File: src/rtl/load_store_unit.sv
// Memory-access stage: byte/half/word loads and stores over a single-outstanding req/ack bus.
// Optional ack timeout is enabled by defining LSU_TIMEOUT_EN.
module load_store_unit #(
  parameter int DATA_WIDTH     = 32,
  parameter int TIMEOUT_CYCLES = 255
) (
  input  logic                  clk,
  input  logic                  rst_n,
  input  logic                  ex_valid,
  output logic                  ex_ready,
  input  logic [DATA_WIDTH-1:0] ALU_o,
  input  logic [DATA_WIDTH-1:0] WD,
  input  logic                  MemRead,
  input  logic                  MemWrite,
  input  logic [2:0]            Funct3,
  output logic                  mem_req,
  output logic                  mem_we,
  output logic [DATA_WIDTH-1:0] mem_addr,
  output logic [DATA_WIDTH-1:0] mem_wdata,
  output logic [3:0]            mem_be,
  input  logic                  mem_ack,
  input  logic [DATA_WIDTH-1:0] mem_rdata,
  output logic                  wb_valid,
  output logic [DATA_WIDTH-1:0] Result,
  output logic                  err
);

  typedef enum logic {IDLE, REQ} state_t;

  state_t state, state_nx;

  logic [DATA_WIDTH-1:0] addr_q;
  logic [DATA_WIDTH-1:0] wdata_q;
  logic [3:0]            be_q;
  logic [2:0]            f3_q;
  logic                  we_q;

  logic                  hs, is_mem, illegal, misal, go, done, tmo;
  logic [3:0]            st_be;
  logic [DATA_WIDTH-1:0] st_wdata;
  logic [DATA_WIDTH-1:0] ld_data;
  logic [7:0]            ld_byte;
  logic [15:0]           ld_half;

  assign ex_ready  = (state == IDLE);
  assign mem_req   = (state == REQ);
  assign mem_we    = we_q;
  assign mem_addr  = {addr_q[DATA_WIDTH-1:2], 2'b00};
  assign mem_wdata = wdata_q;
  assign mem_be    = be_q;

  assign hs      = ex_valid & ex_ready;
  assign is_mem  = MemRead | MemWrite;
  assign illegal = (MemRead & MemWrite)
                 | (MemRead & ((Funct3 == 3'b011) | (Funct3[2:1] == 2'b11)))
                 | (MemWrite & Funct3[2]);
  assign misal   = ((Funct3[1:0] == 2'b01) & ALU_o[0])
                 | ((Funct3[1:0] == 2'b10) & (|ALU_o[1:0]));
  assign go      = hs & is_mem & ~illegal & ~misal;
  assign done    = (state == REQ) & mem_ack;

`ifdef LSU_TIMEOUT_EN
  localparam int CLOG = $clog2(TIMEOUT_CYCLES + 1);
  localparam int CW   = (CLOG > 8) ? CLOG : 8;

  logic [CW-1:0] cnt;

  // cnt counts REQ cycles already spent without ack
  assign tmo = (state == REQ) & ~mem_ack
             & (cnt == CW'(TIMEOUT_CYCLES - 1));

  always_ff @(posedge clk) begin
    if (!rst_n) begin
      cnt <= '0;
    end else if (go) begin
      cnt <= '0;
    end else if ((state == REQ) && !mem_ack) begin
      cnt <= cnt + 1'b1;
    end
  end
`else
  logic unused_cfg;
  assign tmo        = 1'b0;
  assign unused_cfg = (TIMEOUT_CYCLES == 0);
`endif

  always_comb begin
    st_be    = 4'b1111;
    st_wdata = WD;
    unique case (1'b1)
      Funct3[1:0] == 2'b00: begin
        st_be    = 4'b0001 << ALU_o[1:0];
        st_wdata = {4{WD[7:0]}};
      end
      Funct3[1:0] == 2'b01: begin
        st_be    = ALU_o[1] ? 4'b1100 : 4'b0011;
        st_wdata = {2{WD[15:0]}};
      end
      default: ;
    endcase
  end

  assign ld_byte = mem_rdata[{addr_q[1:0], 3'b000} +: 8];
  assign ld_half = mem_rdata[{addr_q[1], 4'b0000} +: 16];

  always_comb begin
    ld_data = mem_rdata;
    unique case (1'b1)
      f3_q == 3'b000: ld_data = {{24{ld_byte[7]}}, ld_byte};
      f3_q == 3'b001: ld_data = {{16{ld_half[15]}}, ld_half};
      f3_q == 3'b100: ld_data = {24'd0, ld_byte};
      f3_q == 3'b101: ld_data = {16'd0, ld_half};
      default: ;
    endcase
  end

  always_comb begin
    state_nx = state;
    unique case (state)
      IDLE: if (go) state_nx = REQ;
      REQ:  if (done || tmo) state_nx = IDLE;
      default: state_nx = IDLE;
    endcase
  end

  always_ff @(posedge clk) begin
    if (!rst_n) begin
      state    <= IDLE;
      addr_q   <= '0;
      wdata_q  <= '0;
      be_q     <= '0;
      f3_q     <= '0;
      we_q     <= 1'b0;
      wb_valid <= 1'b0;
      err      <= 1'b0;
      Result   <= '0;
    end else begin
      state    <= state_nx;
      wb_valid <= 1'b0;
      err      <= 1'b0;
      if (hs && !go) begin
        wb_valid <= 1'b1;
        err      <= is_mem;
        Result   <= ALU_o;
      end
      if (go) begin
        addr_q  <= ALU_o;
        f3_q    <= Funct3;
        we_q    <= MemWrite;
        be_q    <= MemWrite ? st_be : 4'b1111;
        wdata_q <= MemWrite ? st_wdata : '0;
      end
      if (done) begin
        wb_valid <= 1'b1;
        Result   <= we_q ? addr_q : ld_data;
      end else if (tmo) begin
        wb_valid <= 1'b1;
        err      <= 1'b1;
        Result   <= addr_q;
      end
    end
  end

endmodule

File: config.mk
export PLATFORM = sky130hd
export DESIGN_NAME = load_store_unit
export DESIGN_NICKNAME = d
export VERILOG_FILES = /design/src/rtl/load_store_unit.sv
export SDC_FILE = /design/constraint.sdc
export NUM_CORES = 1
export LEC_CHECK = 0
export BUFFER_PORTS_ARGS = -buffer_cell sky130_fd_sc_hd__clkbuf_2
export CAP_MARGIN = 20
export CORE_AREA = 2 2 107 109
export CTS_CLUSTER_SIZE = 28
export DETAILED_ROUTE_END_ITERATION = 10
export DIE_AREA = 0 0 109 111
export GPL_TIMING_DRIVEN = 1
export MAX_ROUTING_LAYER = met4
export PLACE_DENSITY = 0.85
export SLEW_MARGIN = 20
export SYNTH_ARGS = -nofsm -noshare
export SYNTH_HDL_FRONTEND = slang
export SYNTH_SLANG_ARGS = --single-unit
File: constraint.sdc
create_clock -name clk -period 4.35 [get_ports clk]
set_input_delay 0.87 -clock clk [delete_from_list [all_inputs] [get_ports clk]]
set_output_delay 0.87 -clock clk [all_outputs]
set_load 0.005 [all_outputs]
# Word-level counts from Yosys, hierarchy flattened
# Index checks and enable logic that the tools add are counted.
op_classes:
  n_eq_ne: 7
  shifts: 3
  muxes: 14
  bitwise_logic: 18
  reduce_logical: 7
ops:
  columns: ["cell", "n"]
  rows:
  - ["$mux W32", 4]
  - ["$pmux W32 S4", 1]
  - ["$pmux W32 S2", 1]
  - ["$shiftx A32 B6 Y16", 1]
  - ["$shiftx A32 B6 Y8", 1]
  - ["$and A1 B1 Y1", 10]
  - ["$mux W4", 2]
  - ["$pmux W4 S2", 1]
  - ["$eq A3 B3 Y1 const B", 2]
  - ["$or A1 B1 Y1", 5]
  - ["$eq A2 B2 Y1 const B", 2]
  - ["$mux W1", 4]
  - ["$shl A1 B2 Y4 const A", 1]
  - ["$eq A3 B1 Y1 const B", 1]
  - ["$eq A3 B2 Y1 const B", 1]
  - ["$logic_not A3 Y1", 1]
  - ["$not A1 Y1", 3]
  - ["$eq A2 B1 Y1 const B", 1]
  - ["$logic_not A2 Y1", 1]
  - ["$pmux W1 S2", 1]
  - ["$reduce_and A2 Y1", 1]
  - ["$reduce_bool A2 Y1", 1]
  - ["$reduce_or A2 Y1", 1]
  - ["$logic_and A1 B1 Y1", 1]
  - ["$logic_not A1 Y1", 1]
word_totals:
  register_bits: 107
  input_bits: 105
  output_inout_bits: 105
  wordCells: 58

# Longest topological paths before layout
# Gate-level depths: netlist of run 1.
depth:
  depth_word: 12
  ltp_mapped: 8
  mapped_depth_nobuf: 4

# Worst setup path after synthesis of run 1
# Ideal clock, no wire load.
synth_path:
  kind: "input to register"
  start: "input Funct3[0]"
  end: "register Result[21]"
  setup_ns: 0.119
  arrival_ns: 2.339
  required_ns: 4.231
  slack_ns: 1.892
  path_stages: 7
  n_path_buf: 3
  path_cell_list: "buf_2 and3b_1 nor4_4 buf_6 o21ai_2 buf_4 o221a_2"
synth_between:
  elab_chain_len: 11
synth_lines:
  columns: ["element", "line", "rtl"]
  rows:
  - ["from (decl)", "15", "input logic [2:0] Funct3,"]
  - ["$eq A3 B2 Y1", "55", "| (MemRead & ((Funct3 == 3'b011) | (Funct3[2:1] == 2'b11)))"]
  - ["$or A1 B1 Y1", "55", null]
  - ["$and A1 B1 Y1", "55", null]
  - ["$or A1 B1 Y1", "55", null]
  - ["$or A1 B1 Y1", "56", "| (MemWrite & Funct3[2]);"]
  - ["$not A1 Y1", "59", "assign go = hs & is_mem & ~illegal & ~misal;"]
  - ["$and A1 B1 Y1", "59", null]
  - ["$and A1 B1 Y1 *", "59", null]
  - ["$logic_not A1 Y1 *", "141", "if (hs && !go) begin"]
  - ["$logic_and A1 B1 Y1 *", "141", null]
  - ["$reduce_bool A2 Y1 (no line) *", null, null]
  - ["to (signal assigned)", "144", "Result <= ALU_o;"]
  - ["to (signal assigned)", "155", "Result <= we_q ? addr_q : ld_data;"]
  - ["to (signal assigned)", "159", "Result <= addr_q;"]
  - ["to (decl)", "24", "output logic [DATA_WIDTH-1:0] Result,"]
# Mark *: on every way between the ends. The rest lies on a longest branch, timed or not.
# A chain may end at the register's enable or synchronous reset.

# Worst setup path after layout of run 1
layout_path:
  start: "input MemWrite"
  end: "register we_q (netlist: mem_we)"
layout_between:
  elab_chain_len: 6
layout_lines:
  columns: ["element", "line", "rtl"]
  rows:
  - ["from (decl)", "14", "input logic MemWrite,"]
  - ["$and A1 B1 Y1", "54", "assign illegal = (MemRead & MemWrite)"]
  - ["$or A1 B1 Y1", "55", null]
  - ["$or A1 B1 Y1", "56", null]
  - ["$not A1 Y1", "59", null]
  - ["$and A1 B1 Y1 (2 in a row)", "59", null]
  - ["to (signal assigned)", "149", "we_q <= MemWrite;"]
  - ["to (decl)", "36", "logic we_q;"]
# Several ways; a longest one is shown, not always the timed one.

==> impl_metrics.tcl, run 1 <==
set metrics [dict create \
    placed_area_um2 6600 \
    drt_iter0_drc 657 \
    avgSynthCellArea_um2 8.25 \
    arrival_ns 3.21 \
    clk-insertion-delay-late_ns 0.35 \
    fp.dieW_um 109 \
    grt_pass1_vias 5616 \
    syn2layout_area_growth_pct 17.8 \
    core_um2 11100 \
    start_util_pct 52.7 \
    finalSetupViolations 0 \
    nets 937 \
    tightest_slew_ns 1.02 \
    fin_tns_setup_ns 0 \
    clkSinkCount 107 \
    chipHeight_um 111 \
    period_needed_ns 2.94 \
    fillers 996 \
    antennaDiodeCount 0 \
    status "complete, no violations" \
    clkPwrFrac_pct 33.4 \
    io_pins 210 \
    io_buffers 207 \
    final_hold_viol_count 0 \
    cap_violations 0 \
    dp.cells 964 \
    drc 0 \
    power_density_nw_per_um2 331 \
    crit_type "primary input to register" \
    crit_chain "clkbuf_2 -> nor3b_2 -> o21a_2 -> buf_4 -> nand3_1 -> a21oi_1" \
    gp_congestion 0.969 \
    power.switching_uw 670 \
    syn_area_um2 5830 \
    crit_path_end_kind "register" \
    vdd_ir_drop_max_mv 0.212 \
    postCtsHoldBufs 0 \
    worstPathBufferInverterCount 2 \
    slew_viol_final 0 \
    routedWlPerCell_um 19.4 \
    p_total_mw 2.27 \
    htree_levels 3 \
    min_path_type "register to register" \
    yosys_warnings 0 \
    clk_path_buf_depth 2 \
    worstPathMaxFanout 38 \
    max_stage_delay_ns 0.70 \
    drive_gt1_share_pct 34.6 \
    cts-root-buf "clkbuf_16" \
    async_flop_share_pct 0 \
    cts.repair.resized 0 \
    dp_hpwl_um 13300 \
    gr-usage-all-layers_pct 31.6 \
    crit_family "buffers and inverters" \
    rows 39 \
    final_area_um2 6870 \
    fin_crit_sh_pct 67.6 \
    netlist_instances 707 \
    yosysTopAreaCell "dfxtp_1" \
    num_vias 6157 \
    max_freq_mhz 340 \
    cts_buffers 9 \
    via_per_inst 6.28 \
    synth_flop_cell "dfxtp_1" \
    yosysSeqAreaShare_pct 36.7 \
    critPathLaunchType "primary input" \
    worstPathRequired_ns 4.62 \
    pwr-share-seq_pct 47.3 \
    drtPass1Iterations 5 \
    slowest_stage "o21a_2" \
    antenna_found_initial 0 \
    rsz0062_at_grt "false" \
    synthDistinctLibCells 47 \
    layout_common_cells "207 x clkbuf_2, 107 x dfxtp_1, 101 x o21ai_0" \
    synth_top_area_share_pct 36.7 \
    ys_seq_elements 107 \
    layout_commonest_cell "clkbuf_2" \
    p_comb_share_pct 19.2 \
    fin_cells 980 \
    slew_headroom_pct 31.7 \
    ant_nets 0 \
    cts_tree "done" \
    grt_max_degree 45 \
    switching_share_pct 29.5 \
    routed_wl_um 19000 \
    grt_overflow_total 0 \
    grt_pass1_wl_um 29200 \
    p_int_mw 1.60 \
    fin_skew_ns 0.00849 \
    fp.dieArea_um2 12100 \
    postCtsSetupBuffers 0 \
    path_clk_slew_ns 0.07 \
    power.leakage_nw 2.83 \
    synth_edf_count 0 \
    synthTopCellsByArea "dfxtp_1 37%, o21ai_0 8.7%, a21oi_1 6.9%" \
]
final cells by class:
cell class                      count  area [um2]  area share [%]
Multi-Input combinational cell    482        3090            45.0
Sequential cell                   107        2140            31.2
Timing Repair Buffer              219        1140            16.6
Clock buffer                       10         229            3.33
Tap cell                          143         179            2.60
Inverter                           13        48.8           0.710
Clock inverter                      6        42.5           0.619
worst paths after layout:
| kind | start | endpoint | slack, ns | cells after the start |
|---|---|---|---|---|
| setup / recovery | MemWrite | mem_we$_SDFFE_PN0P_ | 1.41 | 6 |
| hold / removal | mem_be[3]$_SDFFE_PN0P_ | mem_be[3]$_SDFFE_PN0P_ | 0.47 | 1 |
| setup reg to reg | addr_q[1]$_SDFFE_PN0P_ | Result[16]$_SDFFE_PN0P_ | 2.17 | 4 |
| hold reg to reg | mem_be[3]$_SDFFE_PN0P_ | mem_be[3]$_SDFFE_PN0P_ | 0.47 | 1 |
sequential cells by signal (all words and copies together), names as in the netlist:
| register | flops |
|---|---|
| Result | 32 |
| addr_q | 32 |
| err | 1 |
| f3_q | 3 |
| mem_be | 4 |
| mem_req | 1 |
| mem_wdata | 32 |
| mem_we | 1 |
| wb_valid | 1 |
through the flow:
step	setup WS, ns	utilization, %	hold WS [ns]
floorplan	1.89	-	0.463
global placement	1.14	59.6	0.450
detailed placement	1.10	59.6	0.452
CTS	1.45	62.0	0.468
global route	1.19	62.0	0.480
finish	1.41	62.0	0.466
layer usage:
| layer | GRT usage, % | vias to the layer above | routed length [um] |
|---|---|---|---|
| li1 | - | 2876 | - |
| met1 | 41.7 | 2855 | 7700 |
| met2 | 47.7 | 366 | 8870 |
| met3 | 5.17 | 60 | 1790 |
| met4 | 13.1 | 0 | 633 |
| met5 | - | - | 0 |
logic make-up (layout without fill, tap and decap cells):
logic type | count (synthesis) | count (layout) | synth area share [%]
AND/OR/NAND/NOR | 158 | 158 | 14.9
multiplexers | 35 | 35 | 6.52
buffers and inverters | 119 | 248 | 10.6
other | 1 | 2 | 0.0643
flip-flops | 107 | 107 | 36.7
AO/OA/AOI/OAI | 287 | 287 | 31.2
synthesized netlist by cell type, types with 2 or more instances:
library cell  number
nand2_1           29
dfxtp_1          107
a31oi_1           16
o21a_1             5
clkbuf_1          48
o211a_1            2
o31ai_1            7
or4_1              2
mux2i_1           11
a21oi_1           80
o21ai_0          102
o221a_2           22
inv_1             13
nor3_1             2
nand4_1           32
buf_6              3
nor2_1            11
buf_4             36
nor2b_1            5
buf_1              7
o22ai_1           11
o32ai_1            7
buf_2             12
nand2b_1           3
a221oi_1           8
or3_1              9
o21ai_1            4
a311oi_1           7
mux2_2            24
and2_1            15
o2111a_1           8
nand3_1           44
power by group through the flow:
stage / Combinational, mW / Clock [mW] / Sequential (mW)
6_report: 0.437 / 0.760 / 1.08
5_1_grt: 0.473 / 0.807 / 1.08
4_1_cts: 0.431 / 0.761 / 1.08
3_5_place_dp: 0.430 / 0 / 1.10
3_3_place_gp: 0.423 / 0 / 1.10
2_1_floorplan: 0.268 / 0 / 1.09
(Power assumes the default switching activity.)
==> run 2, diff against run 1 <==
- CORE_AREA: 2 2 107 109 -> 2 2 112 114
- DIE_AREA: 0 0 109 111 -> 0 0 114 116
- PLACE_DENSITY: 0.85 -> 0.79
- clock period: 4.35 -> 2.84 ns (I/O delays scaled with it)
==> impl_metrics.tcl, run 2 (synthesis results as in run 1) <==
set metrics [dict create \
    htree_levels 3 \
    fin_skew_ns 0.00941 \
    critPathLaunchType "primary input" \
    num_vias 6282 \
    drt_iter0_drc 707 \
    worst_slack_ns 0.598 \
    pwr-share-seq_pct 44.8 \
    slowest_stage "or4_2" \
    arrival_ns 2.44 \
    p_total_mw 3.67 \
    vdd_ir_drop_max_mv 0.316 \
    crit_type "primary input to register" \
    via_per_inst 6.32 \
    fp.dieW_um 114 \
    cts.repair.resized 0 \
    p_comb_share_pct 19.0 \
    grt_max_degree 74 \
    fin_crit_sh_pct 78.9 \
    wl_met2_um 8950 \
    ant_nets 0 \
    rsz0062_at_grt "false" \
    drtPass1Iterations 5 \
    placed_area_um2 6700 \
    grt_overflow_total 0 \
    core_um2 11900 \
    layout_commonest_cell "clkbuf_2" \
    routed_wl_um 19700 \
    start_util_pct 49.0 \
    clk-insertion-delay-late_ns 0.36 \
    slew_viol_final 0 \
    highest_layer "met4" \
    worstPathRequired_ns 3.04 \
    routedWlPerCell_um 19.9 \
    max_freq_mhz 446 \
    pre_cts_ws_ns 0.264 \
    clkSinkCount 107 \
    drc 0 \
    clkPwrFrac_pct 36.2 \
    io_buffers 207 \
    antennaDiodeCount 0 \
    postCtsSetupBuffers 0 \
    grt_pass1_vias 5801 \
    path_clk_slew_ns 0.07 \
    status "complete, no violations" \
    rows 40 \
    wl_met3_um 1890 \
    p_int_mw 2.57 \
    fin_cells 994 \
    crit_path_end_kind "register" \
    crit_chain "clkbuf_2 -> and3b_1 -> or4_2 -> buf_4 -> nand4_1 -> a21oi_1" \
    switching_share_pct 29.9 \
    power_density_nw_per_um2 523 \
    final_hold_viol_count 0 \
    worstPathMaxFanout 32 \
    clk_path_buf_depth 2 \
    fin_tns_setup_ns 0 \
    layout_common_cells "207 x clkbuf_2, 107 x dfxtp_1, 101 x o21ai_0" \
    period_needed_ns 2.24 \
    hold_slack_ns 0.455 \
    tightest_slew_ns 1.04 \
    max_stage_delay_ns 0.90 \
    gp_congestion 1.03 \
    grt_pass1_wl_um 30800 \
    dp.cells 978 \
    syn2layout_area_growth_pct 20.2 \
    fp.dieArea_um2 13200 \
    gr-usage-all-layers_pct 30.3 \
    cts_buffers 9 \
    post-route-util_pct 58.9 \
    cts-root-buf "clkbuf_16" \
    power.leakage_nw 2.91 \
    antenna_found_initial 0 \
    fillers 1113 \
    final_area_um2 7010 \
    slew_headroom_pct 29.9 \
    chipHeight_um 116 \
    io_pins 210 \
    finalSetupViolations 0 \
    drive_gt1_share_pct 35.7 \
    nets 947 \
    met1_length_um 8200 \
    dp_hpwl_um 13800 \
    cts_tree "done" \
    power.switching_mw 1.10 \
    postCtsHoldBufs 0 \
    min_path_type "primary input to register" \
    cap_violations 0 \
]
run 2: path summary, 6_finish.rpt:
check	startpoint	cells after the start	slack, ns	to
worst max register to register	f3_q[1]$_SDFFE_PN0P_	3	0.75	Result[22]$_SDFFE_PN0P_
worst max-delay path	Funct3[0]	6	0.60	mem_wdata[2]$_SDFFE_PN0P_
worst min register to register	mem_be[2]$_SDFFE_PN0P_	1	0.47	mem_be[2]$_SDFFE_PN0P_
worst min-delay path	ALU_o[27]	3	0.46	addr_q[27]$_SDFFE_PN0P_
run 2: power groups by stage:
stage / Clock, mW / Sequential, mW / Combinational (mW)
2_1_floorplan: 0 / 1.66 / 0.411
3_3_place_gp: 0 / 1.67 / 0.678
3_5_place_dp: 0 / 1.68 / 0.684
4_1_cts: 1.33 / 1.64 / 0.686
5_1_grt: 1.40 / 1.65 / 0.752
6_report: 1.33 / 1.64 / 0.698
run 2: layer usage:
layer,track usage [%],up-vias
met5,-,-
met4,11.6,0
met3,6.59,54
met2,45.0,416
met1,40.3,2908
li1,-,2904
run 2: area by class of cell:
| cell class | count | area [um2] | share of cell area, % |
|---|---|---|---|
| clock buffer | 9 | 225 | 3.21 |
| tap | 147 | 184 | 2.62 |
| multi-input combinational | 482 | 3090 | 44.1 |
| timing repair buffer | 229 | 1240 | 17.7 |
| inverter | 13 | 48.8 | 0.696 |
| clock inverter | 7 | 81.3 | 1.16 |
| sequential | 107 | 2140 | 30.5 |
run 2: worst max-delay path: cells and delay by family:
kind | cells | cell delay (ns)
buffers and inverters | 2 | 0.49
AOI/OAI and AO/OA | 1 | 0.08
and+or+nand+nor | 3 | 1.28
